<file path="src/rtl/panel_serial_pkg.sv">
// Shared types and constants for the front-panel serial bridge.
package panel_serial_pkg;

    localparam int unsigned PANEL_LANES      = 4;
    localparam int unsigned PANEL_CHAIN_BITS = 16;

    typedef enum logic [2:0] {
        ST_IDLE,
        ST_LOAD,
        ST_SHIFT_LO,
        ST_SHIFT_HI,
        ST_LATCH,
        ST_DONE
    } panel_state_e;

endpackage

</file>
<file path="src/rtl/panel_serial_tick.sv">
// Phase divider: counts 0..CLK_DIV-1 and flags the last cycle of each phase.
module panel_serial_tick #(
    parameter int unsigned CLK_DIV = 4
) (
    input  logic clk,
    input  logic reset,
    input  logic clear_i,
    output logic phase_end_o
);

    logic [7:0] cnt_q;

    assign phase_end_o = (cnt_q == 8'(CLK_DIV - 1));

    // Wrapping at phase_end restarts the count on every state entry inside a frame.
    always_ff @(posedge clk) begin
        if (reset || clear_i || phase_end_o) begin
            cnt_q <= '0;
        end else begin
            cnt_q <= cnt_q + 8'd1;
        end
    end

endmodule

</file>
<file path="src/rtl/panel_serial_io.sv">
// Front-panel serial bridge: shifts 4 lanes out to 595 chains, reads 4 lanes from 165 chains.
// Define PANEL_SERIAL_FREE_RUN_EN to run frames back to back and ignore start.
module panel_serial_io
    import panel_serial_pkg::*;
#(
    parameter int unsigned CLK_DIV    = 4,
    parameter int unsigned CHAIN_BITS = 16
) (
    input  logic                  clk,
    input  logic                  reset,
    input  logic                  start,
    input  logic [CHAIN_BITS-1:0] out_word_0,
    input  logic [CHAIN_BITS-1:0] out_word_1,
    input  logic [CHAIN_BITS-1:0] out_word_2,
    input  logic [CHAIN_BITS-1:0] out_word_3,
    output logic [CHAIN_BITS-1:0] in_word_0,
    output logic [CHAIN_BITS-1:0] in_word_1,
    output logic [CHAIN_BITS-1:0] in_word_2,
    output logic [CHAIN_BITS-1:0] in_word_3,
    output logic                  in_valid,
    output logic                  busy,
    output logic                  serial_out_srclk,
    output logic                  serial_out_rclk,
    output logic                  serial_out_ser_0,
    output logic                  serial_out_ser_1,
    output logic                  serial_out_ser_2,
    output logic                  serial_out_ser_3,
    output logic                  serial_in_rclk,
    output logic                  serial_in_shldn,
    input  logic                  serial_in_ser_0,
    input  logic                  serial_in_ser_1,
    input  logic                  serial_in_ser_2,
    input  logic                  serial_in_ser_3
);

    localparam int unsigned BW = $clog2(CHAIN_BITS);

    panel_state_e            state_q;
    logic [BW-1:0]           bit_q;
    logic [CHAIN_BITS-1:0]   out_words [PANEL_LANES];
    logic [CHAIN_BITS-1:0]   shadow_q  [PANEL_LANES];
    logic [CHAIN_BITS-1:0]   in_shift_q[PANEL_LANES];
    logic [CHAIN_BITS-1:0]   in_word_q [PANEL_LANES];
    logic [PANEL_LANES-1:0]  ser_q;
    logic [PANEL_LANES-1:0]  ser_in;
    logic                    in_valid_q, busy_q;
    logic                    out_srclk_q, out_rclk_q, in_rclk_q, shldn_q;
    logic                    phase_end, go;

    assign out_words[0] = out_word_0;
    assign out_words[1] = out_word_1;
    assign out_words[2] = out_word_2;
    assign out_words[3] = out_word_3;
    assign ser_in       = {serial_in_ser_3, serial_in_ser_2, serial_in_ser_1, serial_in_ser_0};

`ifdef PANEL_SERIAL_FREE_RUN_EN
    logic unused_start;
    assign unused_start = start;
    assign go           = 1'b1;
`else
    assign go           = start;
`endif

    panel_serial_tick #(.CLK_DIV(CLK_DIV)) u_tick (
        .clk         (clk),
        .reset       (reset),
        .clear_i     ((state_q == ST_IDLE) || (state_q == ST_DONE)),
        .phase_end_o (phase_end)
    );

    always_ff @(posedge clk) begin
        if (reset) begin
            state_q     <= ST_IDLE;
            bit_q       <= '0;
            ser_q       <= '0;
            in_valid_q  <= 1'b0;
            busy_q      <= 1'b0;
            out_srclk_q <= 1'b0;
            out_rclk_q  <= 1'b0;
            in_rclk_q   <= 1'b0;
            shldn_q     <= 1'b1;
            for (int unsigned n = 0; n < PANEL_LANES; n++) begin
                shadow_q[n]   <= '0;
                in_shift_q[n] <= '0;
                in_word_q[n]  <= '0;
            end
        end else begin
            in_valid_q <= 1'b0;
            case (state_q)
                ST_IDLE: begin
                    if (go) begin
                        for (int unsigned n = 0; n < PANEL_LANES; n++) shadow_q[n] <= out_words[n];
                        shldn_q <= 1'b0;
                        busy_q  <= 1'b1;
                        state_q <= ST_LOAD;
                    end
                end
                ST_LOAD: begin
                    if (phase_end) begin
                        shldn_q <= 1'b1;
                        bit_q   <= BW'(CHAIN_BITS - 1);
                        for (int unsigned n = 0; n < PANEL_LANES; n++) begin
                            ser_q[n]    <= shadow_q[n][CHAIN_BITS-1];
                            shadow_q[n] <= shadow_q[n] << 1;
                        end
                        state_q <= ST_SHIFT_LO;
                    end
                end
                ST_SHIFT_LO: begin
                    if (phase_end) begin
                        for (int unsigned n = 0; n < PANEL_LANES; n++)
                            in_shift_q[n] <= {in_shift_q[n][CHAIN_BITS-2:0], ser_in[n]};
                        out_srclk_q <= 1'b1;
                        in_rclk_q   <= 1'b1;
                        state_q     <= ST_SHIFT_HI;
                    end
                end
                ST_SHIFT_HI: begin
                    if (phase_end) begin
                        out_srclk_q <= 1'b0;
                        in_rclk_q   <= 1'b0;
                        if (bit_q == '0) begin
                            out_rclk_q <= 1'b1;
                            state_q    <= ST_LATCH;
                        end else begin
                            bit_q <= bit_q - 1'b1;
                            for (int unsigned n = 0; n < PANEL_LANES; n++) begin
                                ser_q[n]    <= shadow_q[n][CHAIN_BITS-1];
                                shadow_q[n] <= shadow_q[n] << 1;
                            end
                            state_q <= ST_SHIFT_LO;
                        end
                    end
                end
                ST_LATCH: begin
                    if (phase_end) begin
                        out_rclk_q <= 1'b0;
                        in_valid_q <= 1'b1;
                        for (int unsigned n = 0; n < PANEL_LANES; n++) in_word_q[n] <= in_shift_q[n];
                        state_q <= ST_DONE;
                    end
                end
                ST_DONE: begin
                    busy_q  <= 1'b0;
                    state_q <= ST_IDLE;
                end
                default: state_q <= ST_IDLE;
            endcase
        end
    end

    assign in_word_0        = in_word_q[0];
    assign in_word_1        = in_word_q[1];
    assign in_word_2        = in_word_q[2];
    assign in_word_3        = in_word_q[3];
    assign in_valid         = in_valid_q;
    assign busy             = busy_q;
    assign serial_out_srclk = out_srclk_q;
    assign serial_out_rclk  = out_rclk_q;
    assign serial_out_ser_0 = ser_q[0];
    assign serial_out_ser_1 = ser_q[1];
    assign serial_out_ser_2 = ser_q[2];
    assign serial_out_ser_3 = ser_q[3];
    assign serial_in_rclk   = in_rclk_q;
    assign serial_in_shldn  = shldn_q;

endmodule

</file>
<file path="config.mk">
export PLATFORM = sky130hd
export DESIGN_NAME = panel_serial_io
export DESIGN_NICKNAME = d
export VERILOG_FILES = /design/src/rtl/panel_serial_pkg.sv /design/src/rtl/panel_serial_tick.sv /design/src/rtl/panel_serial_io.sv
export SDC_FILE = /design/constraint.sdc
export NUM_CORES = 1
export LEC_CHECK = 0
export ABC_CLOCK_PERIOD_IN_PS = 16700
export CAP_MARGIN = 30
export CELL_PAD_IN_SITES_DETAIL_PLACEMENT = 1
export CELL_PAD_IN_SITES_GLOBAL_PLACEMENT = 1
export CORE_MARGIN = 1
export CORE_UTILIZATION = 24
export CTS_CLUSTER_SIZE = 16
export DETAILED_ROUTE_END_ITERATION = 7
export DONT_BUFFER_PORTS = 1
export PLACE_DENSITY_LB_ADDON = 0.1
export SYNTH_ARGS = -nofsm -noshare
export SYNTH_HDL_FRONTEND = slang
export SYNTH_SLANG_ARGS = --single-unit
</file>
<file path="constraint.sdc">
create_clock -name clk -period 16.7 [get_ports clk]
set_input_delay 3.34 -clock clk [delete_from_list [all_inputs] [get_ports clk]]
set_output_delay 3.34 -clock clk [all_outputs]
set_load 0.01 [all_outputs]
</file>
==> impl_results.html <==
<table>
<tr><th>Metric</th><th>Value</th></tr>
<tr><th colspan="2">Clock network</th></tr>
<tr><td>Post-CTS clock slew at the launch and capture registers of the worst setup and hold paths</td><td>60 ps</td></tr>
<tr><td>TritonCTS clock tree</td><td>yes</td></tr>
<tr><td>TritonCTS Buffers</td><td>26</td></tr>
<tr><td>Hold Buf Count CTS</td><td>0</td></tr>
<tr><td>Resized cells post-CTS</td><td>0</td></tr>
<tr><td>Buffers inserted by post-CTS timing repair</td><td>0</td></tr>
<tr><td>CTS Root Cell</td><td>clkbuf_16</td></tr>
<tr><td>Later-pin clock latency in the skew report</td><td>520 ps</td></tr>
<tr><td>Maximum level of the CTS H-tree</td><td>1</td></tr>
<tr><td>Maximum clock path buffer count</td><td>3</td></tr>
<tr><td>Sinks on the clock net</td><td>216</td></tr>
<tr><th colspan="2">Critical path</th></tr>
<tr><td>Worst path top cell family by delay</td><td>simple AND/OR/NAND/NOR gates</td></tr>
<tr><td>Buf/Inv on CP</td><td>0</td></tr>
<tr><td>Type of the worst setup path</td><td>in2reg</td></tr>
<tr><td>Endpoint kind of the worst setup timing path</td><td>flip-flop</td></tr>
<tr><td>CP max stage cell</td><td>or4b_2</td></tr>
<tr><td>Signal arrival time at the worst endpoint</td><td>4830 ps</td></tr>
<tr><td>Crit path launch type</td><td>input pin</td></tr>
<tr><td>Crit Path Max Fanout</td><td>15</td></tr>
<tr><td>List of cells traversed by the critical path</td><td>or4b_2, nand3_1</td></tr>
<tr><td>Maximum single-stage delay on the critical path</td><td>760 ps</td></tr>
<tr><td>Critical Path RT</td><td>16840 ps</td></tr>
<tr><th colspan="2">Synth</th></tr>
<tr><td>Yosys cell types</td><td>47</td></tr>
<tr><td>Fraction of post-synthesis cell area in the top cell type by area</td><td>66.4%</td></tr>
<tr><td>Mux contribution to synthesized area</td><td>0.706%</td></tr>
<tr><td>Synth async-reset ratio</td><td>0%</td></tr>
<tr><td>Flops &amp; latches, synth</td><td>216</td></tr>
<tr><td>Net count of the mapped netlist</td><td>625</td></tr>
<tr><td>Adder-Cell Fraction of Synth Area</td><td>0.442%</td></tr>
<tr><td>Most frequently used flop master after synthesis</td><td>edfxtp_1</td></tr>
<tr><td>Post-synthesis simple-gate area fraction</td><td>14.0%</td></tr>
<tr><td>Count of synthesis-stage warnings from yosys</td><td>0</td></tr>
<tr><td>Biggest area consumer among synthesized cells</td><td>edfxtp_1</td></tr>
<tr><td>Cell count after synthesis</td><td>551</td></tr>
<tr><td>Area share of xor/xnor cells in the synthesized design</td><td>0.618%</td></tr>
<tr><td>Largest family of logic cells by synthesized area</td><td>simple AND/OR/NAND/NOR gates</td></tr>
<tr><td>Average cell area after synthesis</td><td>15.4 sq um</td></tr>
<tr><td>Count of flip-flops with a built-in enable after synthesis</td><td>188</td></tr>
<tr><td>Post-synth design cell area</td><td>8500 sq um</td></tr>
<tr><td>Register area share after synthesis</td><td>73.0%</td></tr>
<tr><td>Biggest area contributors in the synthesized netlist</td><td>edfxtp_1 (66%), and2_1 (9.6%), dfxtp_1 (6.6%), a22o_2 (6.5%), buf_6 (0.93%)</td></tr>
<tr><td>Compound-Gate Fraction of Synth Area</td><td>8.73%</td></tr>
<tr><th colspan="2">Detailed routing</th></tr>
<tr><td>Vias</td><td>4357</td></tr>
<tr><td>Iter 0 DRT Violations</td><td>232</td></tr>
<tr><td>Remaining design rule violation count</td><td>0</td></tr>
<tr><td>Wire length reported by the detailed router</td><td>17.9 mm</td></tr>
<tr><td>Number of vias per cell</td><td>4.24</td></tr>
<tr><td>First drt pass iteration count</td><td>4</td></tr>
<tr><td>Post-DR wirelength/cell</td><td>17.5 microns</td></tr>
<tr><td>Final ANT Viol Nets</td><td>0</td></tr>
<tr><th colspan="2">Floorplan</th></tr>
<tr><td>Floorplan row count</td><td>68</td></tr>
<tr><td>Die Y-Extent</td><td>190 microns</td></tr>
<tr><td>Effective utilization at floorplan</td><td>24.5%</td></tr>
<tr><td>Area of the core</td><td>34700 sq um</td></tr>
<tr><td>Count of pins on the block boundary</td><td>145</td></tr>
<tr><td>Overall die width</td><td>190 microns</td></tr>
<tr><td>Floorplan die area</td><td>36200 sq um</td></tr>
<tr><th colspan="2">GRT</th></tr>
<tr><td>First-pass GRT wire length</td><td>28.5 mm</td></tr>
<tr><td>Met1 Resource Use GR</td><td>12.4%</td></tr>
<tr><td>Vias in the first global route</td><td>4789</td></tr>
<tr><td>Met2 global-route usage</td><td>15.9%</td></tr>
<tr><td>Global route overflow</td><td>0</td></tr>
<tr><td>M3 GR Usage</td><td>3.96%</td></tr>
<tr><td>All-layer global routing usage</td><td>10.1%</td></tr>
<tr><td>Antenna violations before repair</td><td>0</td></tr>
<tr><td>Pin count of the biggest net entering global routing</td><td>66</td></tr>
<tr><td>Layer carrying the most global-route usage</td><td>met2</td></tr>
<tr><th colspan="2">STA</th></tr>
<tr><td>Worst slew margin relative to its limit</td><td>40.5%</td></tr>
<tr><td>Final setup TNS</td><td>0 ps</td></tr>
<tr><td>Hold slack</td><td>460 ps</td></tr>
<tr><td>Hold Violations, Final</td><td>0</td></tr>
<tr><td>Maximum achievable frequency</td><td>0.214 GHz</td></tr>
<tr><td>Slew of the pin with the lowest slew margin</td><td>893 ps</td></tr>
<tr><td>Total setup violations reported at the end of the flow</td><td>0</td></tr>
<tr><td>Minimum period implied by the final worst setup slack</td><td>4680 ps</td></tr>
<tr><td>Setup repair after global routing missed its margin</td><td>no</td></tr>
<tr><td>Worst setup skew after layout</td><td>10.0 ps</td></tr>
<tr><td>Count of final max-slew check failures</td><td>0</td></tr>
<tr><td>Share of the clock period used by the worst path after layout</td><td>28.0%</td></tr>
<tr><th colspan="2">Cells and area</th></tr>
<tr><td>Antenna diode instance count</td><td>0</td></tr>
<tr><td>Nets</td><td>627</td></tr>
<tr><td>Layout Cell Area excl Fill</td><td>9850 sq um</td></tr>
<tr><td>Share of cells above drive strength 1</td><td>20.6%</td></tr>
<tr><td>Sequential cell area in the final layout</td><td>6210 sq um</td></tr>
<tr><td>Area of the multi-input gates</td><td>2110 sq um</td></tr>
<tr><td>Area grow syn2layout</td><td>15.8%</td></tr>
<tr><td>Filler cells</td><td>3672</td></tr>
<tr><th colspan="2">Power and ir drop</th></tr>
<tr><td>Leakage</td><td>3.55 nW</td></tr>
<tr><td>Power Dens Cells</td><td>124 nW/um^2</td></tr>
<tr><td>Maximum vdd ir drop</td><td>0.0563 mV</td></tr>
<tr><th colspan="2">Status</th></tr>
<tr><td>Result of the run</td><td>completed</td></tr>
<tr><th colspan="2">Hold path</th></tr>
<tr><td>Min-delay worst type</td><td>reg2reg</td></tr>
<tr><th colspan="2">Placement</th></tr>
<tr><td>Input/output buffers</td><td>0</td></tr>
<tr><td>Final weighted congestion of routability-driven global placement</td><td>0.708</td></tr>
<tr><td>Detailed placer's ending HPWL</td><td>10.8 mm</td></tr>
<tr><td>DP Area</td><td>8950 sq um</td></tr>
<tr><th colspan="2">Flow run</th></tr>
<tr><td>Max capacitance violation total</td><td>0</td></tr>
</table>
==> cell families after synthesis <==
group                    after synthesis
multiplexers                           6
adder cells (fa/ha/maj)                3
XOR/XNOR                               6
AND/OR/NAND/NOR                      196
AO/OA/AOI/OAI                         84
buffers and inverters                 40
flip-flops                           216
==> through the flow <==
stage / worst slack, ps / total power [W] / util (%) / cells
4_1_cts: 12030 / 0.00125 / 28.3 / 1026
3_3_place_gp: 11530 / 0.000664 / 25.8 / 978
3_5_place_dp: 11430 / 0.000666 / 25.8 / 979
6_report: 12020 / 0.00122 / 28.4 / 1027
5_1_grt: 11950 / 0.00127 / 28.4 / 1027
2_1_floorplan: 9990 / 0.000654 / - / 551
==> path summary, 6_finish.rpt <==
kind,from,endpoint,slack [ps],cells after the start
max,start,shadow_q[0][7],12020,2
min,u_tick.cnt_q[0],u_tick.cnt_q[0],460,1
max reg2reg,u_tick.cnt_q[0],shadow_q[0][7],13670,4
min reg2reg,u_tick.cnt_q[0],u_tick.cnt_q[0],460,1
==> power by group <==
part	internal [W]	switching [W]	total, W
Combinational	0.00000877	0.0000191	0.0000278
Sequential	0.000612	0.0000137	0.000626
Clock	0.000345	0.000224	0.000569
Total	0.000966	0.000257	0.00122
==> cells in the mapped netlist, types with 2 or more instances <==
| cell type | number |
|---|---|
| a31o_2 | 2 |
| a22o_2 | 55 |
| a22o_1 | 5 |
| a21oi_1 | 6 |
| nand4_1 | 2 |
| and2_1 | 131 |
| nor2b_1 | 2 |
| inv_1 | 6 |
| nor3_1 | 3 |
| nand2_1 | 11 |
| xor2_1 | 4 |
| o21ai_0 | 8 |
| buf_6 | 7 |
| nand3_1 | 8 |
| xnor2_1 | 2 |
| edfxtp_1 | 188 |
| nor2_1 | 20 |
| buf_4 | 3 |
| nand2b_1 | 2 |
| mux2i_1 | 6 |
| clkbuf_1 | 20 |
| dfxtp_1 | 28 |
| nor4_1 | 2 |
| a31oi_1 | 3 |
| ha_1 | 3 |
| or3b_2 | 2 |
| nor4bb_1 | 2 |
==> flip-flops by register name (all words and copies together), names as in the netlist <==
| signal | count |
|---|---|
| bit_q | 4 |
| shadow_q | 64 |
| serial_in_shldn | 1 |
| ser_q | 4 |
| state_q | 3 |
| in_word_q | 64 |
| in_valid | 1 |
| u_tick.cnt_q | 8 |
| in_shift_q | 64 |
| serial_in_rclk | 1 |
| busy | 1 |
| serial_out_rclk | 1 |
==> final cells by class <==
type / count / area share [%]
inverter: 7 / 0.267
tap: 455 / 5.78
clock buffer: 32 / 7.15
multi-input combinational: 295 / 21.4
timing repair buffer: 7 / 0.712
sequential: 216 / 63.0
clock inverter: 15 / 1.61
==> cell usage in the layout, fill, tap and decap left out, types with 3 or more instances in the layout <==
cell type,Yosys,layout
edfxtp_1,188,188
and2_1,131,131
a22o_2,55,55
dfxtp_1,28,28
clkbuf_16,0,27
nor2_1,20,19
nand2_1,11,10
nand3_1,8,8
o21ai_0,8,7
inv_1,6,6
mux2i_1,6,6
a21oi_1,6,6
a22o_1,5,5
clkinv_2,0,5
buf_4,3,5
clkinv_1,1,4
xor2_1,4,4
clkbuf_1,20,4
a31oi_1,3,3
ha_1,3,3
bufinv_16,0,3
==> routing by layer <==
layer	share of wire (%)	vias to the layer above
li1	-	2036
met1	44	2158
met2	45	130
met3	8.2	33
met4	3.0	0
met5	0	-
No activity file was read; power rests on OpenSTA's default activity.
